<file path="src/rtl/alu_exec_ctrl_pkg.sv">
`default_nettype none
// ============================================================================
//  Module   : alu_exec_ctrl_pkg
//  Brief    : Shared opcode encodings, FSM states and decode helpers for the
//             execute-stage controller and its alu.
//  Revision : 1.0  initial release
// ============================================================================
package alu_exec_ctrl_pkg;

  localparam int OP_W   = 4;
  localparam int ALU_DW = 8;

  localparam logic [OP_W-1:0] OP_ADD = 4'b0000;
  localparam logic [OP_W-1:0] OP_SUB = 4'b0001;
  localparam logic [OP_W-1:0] OP_INC = 4'b0010;
  localparam logic [OP_W-1:0] OP_DEC = 4'b0100;
  localparam logic [OP_W-1:0] OP_AND = 4'b1000;
  localparam logic [OP_W-1:0] OP_OR  = 4'b1001;
  localparam logic [OP_W-1:0] OP_NOT = 4'b1010;
  localparam logic [OP_W-1:0] OP_XOR = 4'b1100;
  localparam logic [OP_W-1:0] OP_SL  = 4'b1110;
  localparam logic [OP_W-1:0] OP_SR  = 4'b0111;
  localparam logic [OP_W-1:0] OP_NOP = 4'b0110;

  typedef enum logic [1:0] {
    ST_IDLE = 2'd0,
    ST_EXEC = 2'd1,
    ST_WB   = 2'd2
  } state_e;

  // True for every defined opcode, including NOP.
  function automatic logic op_is_legal(input logic [OP_W-1:0] op);
    logic legal;
    legal = 1'b0;
    case (op)
      OP_ADD, OP_SUB, OP_INC, OP_DEC, OP_AND, OP_OR,
      OP_NOT, OP_XOR, OP_SL,  OP_SR,  OP_NOP: legal = 1'b1;
      default:                                legal = 1'b0;
    endcase
    return legal;
  endfunction

  // True when the op commits a result to the register file and flags.
  function automatic logic op_writes_back(input logic [OP_W-1:0] op);
    return op_is_legal(op) && (op != OP_NOP);
  endfunction

endpackage
`default_nettype wire

</file>
<file path="src/rtl/alu_exec_ctrl_if.sv">
`default_nettype none
// ============================================================================
//  Module   : alu_exec_ctrl_if
//  Brief    : Instruction handshake and completion bus between the upstream
//             instruction source (master) and the execute controller (slave).
//  Revision : 1.0  initial release
// ============================================================================
interface alu_exec_ctrl_if
  import alu_exec_ctrl_pkg::*;
#(
  parameter int AW = 2,
  parameter int DW = 8
) ();

  logic                  in_valid;
  logic                  in_ready;
  logic [OP_W+2*AW-1:0]  in_instr;
  logic                  done;
  logic [DW-1:0]         done_result;
  logic                  illegal_op;
  logic                  busy;

  modport master (
    output in_valid, in_instr,
    input  in_ready, done, done_result, illegal_op, busy
  );

  modport slave (
    input  in_valid, in_instr,
    output in_ready, done, done_result, illegal_op, busy
  );

endinterface
`default_nettype wire

</file>
<file path="src/rtl/alu_exec_ctrl_alu.sv">
`default_nettype none
// ============================================================================
//  Module   : alu_exec_ctrl_alu
//  Brief    : Combinational 8-bit alu. Carry is the adder carry-out for ADD
//             and the borrow for SUB; every other op reports carry 0.
//  Revision : 1.0  initial release
// ============================================================================
module alu_exec_ctrl_alu
  import alu_exec_ctrl_pkg::*;
(
  input  wire logic [ALU_DW-1:0] a_i,
  input  wire logic [ALU_DW-1:0] b_i,
  input  wire logic [OP_W-1:0]   op_i,
  output logic      [ALU_DW-1:0] result_o,
  output logic                   carry_o
);

  logic [ALU_DW:0] sum_w;

  // Op decode; shifts fill with zero, INC/DEC wrap without reporting carry.
  always_comb begin
    sum_w    = '0;
    result_o = '0;
    carry_o  = 1'b0;
    case (op_i)
      OP_ADD: begin
        sum_w    = {1'b0, a_i} + {1'b0, b_i};
        result_o = sum_w[ALU_DW-1:0];
        carry_o  = sum_w[ALU_DW];
      end
      OP_SUB: begin
        sum_w    = {1'b0, a_i} - {1'b0, b_i};
        result_o = sum_w[ALU_DW-1:0];
        carry_o  = sum_w[ALU_DW];
      end
      OP_INC:  result_o = a_i + 8'd1;
      OP_DEC:  result_o = a_i - 8'd1;
      OP_AND:  result_o = a_i & b_i;
      OP_OR:   result_o = a_i | b_i;
      OP_NOT:  result_o = ~a_i;
      OP_XOR:  result_o = a_i ^ b_i;
      OP_SL:   result_o = {a_i[ALU_DW-2:0], 1'b0};
      OP_SR:   result_o = {1'b0, a_i[ALU_DW-1:1]};
      default: result_o = '0;
    endcase
  end

endmodule
`default_nettype wire

</file>
<file path="src/rtl/alu_exec_ctrl.sv">
`default_nettype none
// ============================================================================
//  Module   : alu_exec_ctrl
//  Brief    : Non-pipelined execute-stage controller. Accepts one instruction
//             per handshake, reads operands from an inline register file,
//             runs them through the alu and writes the result back to rd,
//             updating carry/zero flags. FSM: IDLE -> EXEC -> WB -> IDLE.
//             rst_n is expected to be released synchronously to clk.
//  Revision : 1.0  initial release
// ============================================================================
module alu_exec_ctrl
  import alu_exec_ctrl_pkg::*;
#(
  parameter  int NREGS = 4,
  parameter  int DW    = 8,
  localparam int AW    = $clog2(NREGS)
) (
  input  wire logic          clk,
  input  wire logic          rst_n,
  alu_exec_ctrl_if.slave     up,
  input  wire logic          host_wr_en,
  input  wire logic [AW-1:0] host_wr_addr,
  input  wire logic [DW-1:0] host_wr_data,
  input  wire logic [AW-1:0] rd_addr,
  output logic      [DW-1:0] rd_data,
  output logic               carry_flag,
  output logic               zero_flag
);

  localparam int IW = OP_W + 2*AW;

  state_e           state_q, state_d;
  logic [IW-1:0]    instr_q;
  logic [DW-1:0]    regs_q [NREGS];
  logic [DW-1:0]    hold_res_q;
  logic             hold_carry_q;
  logic [DW-1:0]    done_result_q;
  logic             carry_q;
  logic             zero_q;

  logic [OP_W-1:0]  op_w;
  logic [AW-1:0]    rd_w;
  logic [AW-1:0]    rs_w;
  logic [DW-1:0]    alu_res_w;
  logic             alu_carry_w;
  logic             in_ready_w;
  logic             done_w;
  logic             illegal_w;
  logic             wb_en_w;

  assign op_w = instr_q[IW-1 -: OP_W];
  assign rd_w = instr_q[2*AW-1 -: AW];
  assign rs_w = instr_q[AW-1:0];

  alu_exec_ctrl_alu u_alu (
    .a_i      (regs_q[rd_w]),
    .b_i      (regs_q[rs_w]),
    .op_i     (op_w),
    .result_o (alu_res_w),
    .carry_o  (alu_carry_w)
  );

  // Next-state and per-state control decode.
  always_comb begin
    state_d    = state_q;
    in_ready_w = 1'b0;
    done_w     = 1'b0;
    illegal_w  = 1'b0;
    wb_en_w    = 1'b0;
    case (state_q)
      ST_IDLE: begin
        in_ready_w = 1'b1;
        if (up.in_valid) state_d = ST_EXEC;
      end
      ST_EXEC: state_d = ST_WB;
      ST_WB: begin
        done_w    = 1'b1;
        illegal_w = ~op_is_legal(op_w);
        wb_en_w   = op_writes_back(op_w);
        state_d   = ST_IDLE;
      end
      default: state_d = ST_IDLE;
    endcase
  end

  // FSM state register.
  always_ff @(posedge clk or negedge rst_n) begin
    if (!rst_n) state_q <= ST_IDLE;
    else        state_q <= state_d;
  end

  // Capture the instruction on the accepting handshake.
  always_ff @(posedge clk or negedge rst_n) begin
    if (!rst_n)                             instr_q <= '0;
    else if (in_ready_w && up.in_valid)     instr_q <= up.in_instr;
  end

  // Hold the alu outcome at the end of EXEC for use during WB.
  always_ff @(posedge clk or negedge rst_n) begin
    if (!rst_n) begin
      hold_res_q   <= '0;
      hold_carry_q <= 1'b0;
    end else if (state_q == ST_EXEC) begin
      hold_res_q   <= alu_res_w;
      hold_carry_q <= alu_carry_w;
    end
  end

  // Register file: host preload only while idle, result writeback in WB.
  always_ff @(posedge clk or negedge rst_n) begin
    if (!rst_n) begin
      for (int i = 0; i < NREGS; i++) regs_q[i] <= '0;
    end else if (in_ready_w && host_wr_en) begin
      regs_q[host_wr_addr] <= host_wr_data;
    end else if (wb_en_w) begin
      regs_q[rd_w] <= hold_res_q;
    end
  end

  // Flags and completed-result register, updated only by committing ops.
  always_ff @(posedge clk or negedge rst_n) begin
    if (!rst_n) begin
      done_result_q <= '0;
      carry_q       <= 1'b0;
      zero_q        <= 1'b0;
    end else if (wb_en_w) begin
      done_result_q <= hold_res_q;
      carry_q       <= hold_carry_q;
      zero_q        <= (hold_res_q == '0);
    end
  end

  // The new result is presented alongside done, then held from the register.
  assign up.done_result = wb_en_w ? hold_res_q : done_result_q;
  assign up.in_ready    = in_ready_w;
  assign up.busy        = ~in_ready_w;
  assign up.done        = done_w;
  assign up.illegal_op  = illegal_w;
  assign rd_data        = regs_q[rd_addr];
  assign carry_flag     = carry_q;
  assign zero_flag      = zero_q;

endmodule
`default_nettype wire

</file>
<file path="src/flat_wrapper.sv">
// flat-port wrapper written by rule: the top's interface ports become plain ports
module alu_exec_ctrl_flat import alu_exec_ctrl_pkg::*;
#(
  parameter  int NREGS = 4,
  parameter  int DW    = 8,
  localparam int AW    = $clog2(NREGS)
)
  (clk, rst_n, host_wr_en, host_wr_addr, host_wr_data, rd_addr, rd_data, carry_flag, zero_flag, up_in_valid, up_in_instr, up_in_ready, up_done, up_done_result, up_illegal_op, up_busy);
  alu_exec_ctrl_if #(.AW(2), .DW(DW)) up_i ();
  input  wire logic clk;
  input  wire logic rst_n;
  input  wire logic host_wr_en;
  input  wire logic [AW-1:0] host_wr_addr;
  input  wire logic [DW-1:0] host_wr_data;
  input  wire logic [AW-1:0] rd_addr;
  output logic      [DW-1:0] rd_data;
  output logic carry_flag;
  output logic zero_flag;
  input wire logic [$bits(up_i.in_valid)-1:0] up_in_valid;
  input wire logic [$bits(up_i.in_instr)-1:0] up_in_instr;
  output wire logic [$bits(up_i.in_ready)-1:0] up_in_ready;
  output wire logic [$bits(up_i.done)-1:0] up_done;
  output wire logic [$bits(up_i.done_result)-1:0] up_done_result;
  output wire logic [$bits(up_i.illegal_op)-1:0] up_illegal_op;
  output wire logic [$bits(up_i.busy)-1:0] up_busy;
  assign up_i.in_valid = up_in_valid;
  assign up_i.in_instr = up_in_instr;
  assign up_in_ready = up_i.in_ready;
  assign up_done = up_i.done;
  assign up_done_result = up_i.done_result;
  assign up_illegal_op = up_i.illegal_op;
  assign up_busy = up_i.busy;
  alu_exec_ctrl #(.NREGS(NREGS), .DW(DW)) u_core (.clk(clk), .rst_n(rst_n), .up(up_i), .host_wr_en(host_wr_en), .host_wr_addr(host_wr_addr), .host_wr_data(host_wr_data), .rd_addr(rd_addr), .rd_data(rd_data), .carry_flag(carry_flag), .zero_flag(zero_flag));
endmodule
</file>
<file path="config.mk">
export PLATFORM = sky130hd
export DESIGN_NAME = alu_exec_ctrl_flat
export DESIGN_NICKNAME = d
export VERILOG_FILES = /design/src/rtl/alu_exec_ctrl_pkg.sv /design/src/rtl/alu_exec_ctrl_if.sv /design/src/rtl/alu_exec_ctrl_alu.sv /design/src/rtl/alu_exec_ctrl.sv /design/src/flat_wrapper.sv
export SDC_FILE = /design/constraint.sdc
export NUM_CORES = 1
export LEC_CHECK = 0
export CAP_MARGIN = 30
export CORE_UTILIZATION = 60
export CTS_BUF_LIST = sky130_fd_sc_hd__clkbuf_8 sky130_fd_sc_hd__clkbuf_16
export DETAILED_ROUTE_END_ITERATION = 6
export GPL_TIMING_DRIVEN = 0
export PLACE_DENSITY = 0.94
export SYNTH_ARGS = -nofsm -noshare
export SYNTH_HDL_FRONTEND = slang
export SYNTH_SLANG_ARGS = --single-unit
export TNS_END_PERCENT = 50
</file>
<file path="constraint.sdc">
create_clock -name clk -period 9.32 [get_ports clk]
set_clock_uncertainty 0.05 [all_clocks]
set_input_delay 1.864 -clock clk [delete_from_list [all_inputs] [get_ports clk]]
set_output_delay 1.864 -clock clk [all_outputs]
set_load 0.005 [all_outputs]
</file>
Yosys cells after proc, flatten, opt, wreduce, memory -nomap -nowiden:

Memories as Yosys holds them, arrays and structs flattened.
Index checks and enable logic that the tools add are counted.

* register bits after elaboration: 61
* bits in latches: 0
* bits in writable memories: 0
* bits in read-only memories: 32
* bits of input ports: 24
* logic and storage cells: 83
* memories: 2

* add/sub/neg operators: 4
* $mul: 0
* div/mod/pow operators: 0
* order comparisons: 6
* equal/unequal tests: 13
* shift operators: 0
* muxes and demuxes: 28
* bitwise gates (word level): 10
* reduce and logical (&&, ||, !) cells: 9

Memory list
* (no name shown): depth 16, width 1, read ports 1, clocked after Yosys merged registers in 0, wr ports 0, RTL line alu_exec_ctrl_pkg.sv:35 `case (op)`
* (no name shown): depth 16, width 1, read ports 1, clocked after Yosys merged registers in 0, wr ports 0, RTL line alu_exec_ctrl_pkg.sv:35

Operators with widths (number)
* case mux 8 bit (10 select lines): 1
* 2-to-1 mux 8 bit: 9
* bitwise mux 32 bit: 2
* 2-to-1 mux 32 bit: 2
* binary-select mux 8 bit (select 2 bit): 3
* demux 8 bit (select 2 bit): 2
* == test 4 bit, second input constant: 5
* greater-or-equal comparator 3 bit, second input constant: 4
* inverter 2 -> 3 bit: 4
* adder 8 x 8 -> 9 bit: 1
* subtractor 8 x 8 -> 9 bit: 1
* adder 8 x 1 -> 8 bit, second input constant: 1
* AND 8 bit: 1
* == test 4 x 3 -> 1 bit, second input constant: 2
* logical NOT 8 bit: 1
* inverter 8 bit: 1
* OR 8 bit: 1
* subtractor 8 x 1 -> 8 bit, second input constant: 1
* bitwise XOR 8 bit: 1
* < comparator 3 x 1 -> 1 bit, second input constant: 2
* 2-to-1 mux 1 bit: 6
* logical AND 1 bit: 5
* == test 4 x 1 -> 1 bit, second input constant: 1
* == test 4 x 2 -> 1 bit, second input constant: 1
* 11 further kinds: 12

Longest topological paths before layout:

* depth after elaboration: 8
* gate-level depth with buffers: 13
* mapped depth without buffers: 12

Cells and area by module:

From an unflattened synthesis, not the netlist that was laid out.

* cell total of the unflattened synthesis: 487
* area total of the unflattened synthesis: 4921.0 um2

Modules (own cells, without submodules)
* alu_exec_ctrl: instances 1, cells an instance 256, area each 3288.2 um2, sequential area each 1526.5 um2
* alu_exec_ctrl_alu: instances 1, cells an instance 231, area each 1632.8 um2, sequential area each 0.0 um2

Worst setup path after synthesis:

Ideal clock, no wire load.

* kind: in2out
* start point: input rd_addr[0]
* end point: output rd_data[0]
* data arrival time: 2.851 ns
* required time: 7.406 ns
* slack: 4.555 ns
* cell stages on the path: 2
* cells stage by stage: clkbuf_1 mux4_2

* cells in the longest elaborated chain, start to end: 4

Ends and longest elaborated chain
* from (decl): RTL line flat_wrapper.sv:15 `input wire logic [AW-1:0] rd_addr;`
* inverter 2 -> 3 bit (implied by the code): RTL line alu_exec_ctrl.sv:139 `assign rd_data = regs_q[rd_addr];`
* binary-select mux 8 bit (select 2 bit): RTL line alu_exec_ctrl.sv:139
* 2-to-1 mux 8 bit (implied by the code) (2 in a row): RTL line alu_exec_ctrl.sv:139
* to (decl): RTL line flat_wrapper.sv:16 `output logic [DW-1:0] rd_data;`

Every way passes these cells. The select of a mux whose other input is x is not followed.

Worst setup path in the final report:

* start point: input rd_addr[0]
* end point: output rd_data[3]

The elaborated chain is that of the path after synthesis.

==> results_dict.tcl <==
set metrics [dict create \
    postSynthAreaPerCell_um2 9.84 \
    yosysSeqAreaShare 0.308 \
    area.sequential_mm2 0.00153 \
    cts_tree "done" \
    drc 0 \
    yosys-top-cells-count "dfrtp_1, nand2_1, a22oi_1, inv_1, ha_1" \
    relSlewSlack 0.451 \
    period_minus_slack_ps 5390 \
    synth_seq_cells 61 \
    synth_cells 504 \
    maxCapViolCount 0 \
    tightest_slew_ps 816 \
    clkTransAtPathRegs_ps 70 \
    cts_root_buffer "clkbuf_8" \
    rsz0062_at_grt "no" \
    ys_types 76 \
    synth_most_common_cell "dfrtp_1" \
    wl_per_cell_um 22.2 \
    antenna_found_initial 0 \
    worstSetupStartpointType "input pin" \
    boundaryPins 46 \
    synth_edf_count 0 \
    synth_warnings 0 \
    via_per_inst 6.80 \
    htree_num_levels 3 \
    fin_crit_sh 0.579 \
    synth_area_leader_cell "dfrtp_1" \
    grt_max_degree 42 \
    grt_use_total 0.371 \
    multiInputGateArea_mm2 0.00316 \
    areaGrowthSynthToFinish_pct 15.1 \
    cts_hold_buffers 0 \
    start_util 0.632 \
    place.detailed.hpwl_mm 10.9 \
    clock-sinks 61 \
    nets 616 \
    setup_viol 0 \
    cp.arrival_ps 3480 \
    diodes 0 \
    drt-total-wl_mm 14.8 \
    fp.dieH_um 92.9 \
    n_fill_cell 593 \
    netlist_area_mm2 0.00496 \
    ctsResizeCount 0 \
    synth_ff_type "dfrtp_1" \
    worst_setup_path_end_kind "output pin" \
    drv_slew 0 \
    r2r-start "u_core.instr_q[3]" \
    vdd_ir_drop_max_mv 0.211 \
    hold_start "u_core.done_result_q[3]" \
    drtAntennaViolNets 0 \
    status "finished clean" \
    fp.dieW_um 92.9 \
    fmax_mhz 185 \
    yosysTopAreaCellShare 0.308 \
    vias 4529 \
    core_mm2 0.00785 \
    cts_buffer_depth 2 \
    post_cts.repair.setup_buffers 0 \
    overflow 0 \
    cts_buffers 9 \
    hold_class "reg2reg" \
    required_ps 7410 \
    drive_gt1_frac 0.179 \
    leakagePower_nw 2.43 \
    rows 32 \
    cellPowerDensity_mw_per_mm2 382 \
    synth_nets 561 \
    cp-startpoint "rd_addr[0]" \
    hold_violations 0 \
    dr.first_iter.drc_count 378 \
    clk_latency_ps 360 \
    async_reset_ff_frac 1.00 \
    tns_ps 0 \
    fp.dieArea_mm2 0.00863 \
    hold_slack_ps 449 \
    cp_max_fo 8 \
    critical_path_class "in2out" \
    drt_pass1_iterations 5 \
    grt_pass1_vias 4753 \
    grt_first_pass_wirelength_mm 24.3 \
    synth_area_leaders "dfrtp_1, mux4_2, ha_1, a22oi_1, mux2_2" \
    port_buffers 43 \
    place_congestion 0.921 \
]
[stage by stage]
stage / instance area [um^2] / util / cells / total power, mW / worst slack, ps
2_1_floorplan: 4960 / - / 504 / 1.49 / 4560
4_1_cts: 5710 / 0.728 / 666 / 2.14 / 3920
3_3_place_gp: 5520 / 0.703 / 649 / 1.85 / 3930
3_5_place_dp: 5530 / 0.705 / 650 / 1.92 / 3930
5_1_grt: 5710 / 0.728 / 666 / 2.34 / 3870
6_report: 5710 / 0.728 / 666 / 2.18 / 3930
[final timing paths]
kind,cells after the start,to,slack (ps)
worst max-delay path,3,rd_data[3],3930
worst min-delay path,1,u_core.done_result_q[3],450
worst max register to register,13,u_core.hold_carry_q,5820
worst min register to register,1,u_core.done_result_q[3],450
max in group asynchronous,2,u_core.done_result_q[2],7210
min in group asynchronous,1,u_core.regs_q[13],1410
[critical path, cell delays in order]
cell and delay, ps:
clkbuf_1 510, mux4_2 630, clkdlybuf4s50_1 480
[power breakdown]
part | total, mW | internal, mW | leakage (nW) | switching (mW)
Combinational | 1.46 | 0.653 | 1.59 | 0.805
Clock | 0.216 | 0.102 | 0.0857 | 0.113
Sequential | 0.508 | 0.379 | 0.749 | 0.129
[area by class of cell]
type / count / area share
flip-flops and latches: 61 / 0.267
repair buffers: 44 / 0.0780
well taps: 102 / 0.0224
clock buffers: 10 / 0.0241
plain buffers: 27 / 0.0245
multi-input cells: 381 / 0.554
clock inverters: 6 / 0.00701
inverters: 35 / 0.0230
[logic make-up after synthesis]
family                   after synthesis  synth area share
XOR/XNOR                               9            0.0159
AO/OA/AOI/OAI                        143             0.201
buffers and inverters                 62            0.0548
adder cells (fa/ha/maj)               33            0.0878
multiplexers                          50             0.167
AND/OR/NAND/NOR                      146             0.166
flip-flops                            61             0.308
[flip-flops by register name (all words and copies together), names as in the netlist]
| register | flops |
|---|---|
| u_core.regs_q | 32 |
| u_core.done_result_q | 8 |
| u_core.hold_res_q | 8 |
| u_core.instr_q | 8 |
| u_core.state_q | 2 |
| u_core.carry_flag | 1 |
| u_core.hold_carry_q | 1 |
| u_core.zero_flag | 1 |
[layout by cell type, fill, tap and decap left out, drive strengths merged, types with 7 or more instances in the layout]
| cell | synthesis | layout |
|---|---|---|
| inv | 34 | 35 |
| nand2 | 56 | 56 |
| mux2 | 22 | 22 |
| clkdlybuf4s50 | 0 | 42 |
| a21oi | 29 | 29 |
| buf | 17 | 19 |
| a22oi | 34 | 34 |
| nand2b | 7 | 7 |
| o21ai | 23 | 23 |
| mux4 | 24 | 24 |
| a31oi | 8 | 8 |
| nor2 | 33 | 33 |
| ha | 30 | 30 |
| clkbuf | 10 | 20 |
| dfrtp | 61 | 61 |
| xnor2 | 8 | 8 |
[metal layers]
layer | track usage | vias to the layer above | wire (um)
met4 | 0.163 | 0 | 496
met3 | 0.0640 | 51 | 1070
met2 | 0.638 | 260 | 7650
met1 | 0.458 | 2234 | 5530
met5 | 0 | - | 0
li1 | - | 1984 | -
Note: power is estimated with default switching activity, not from simulation.
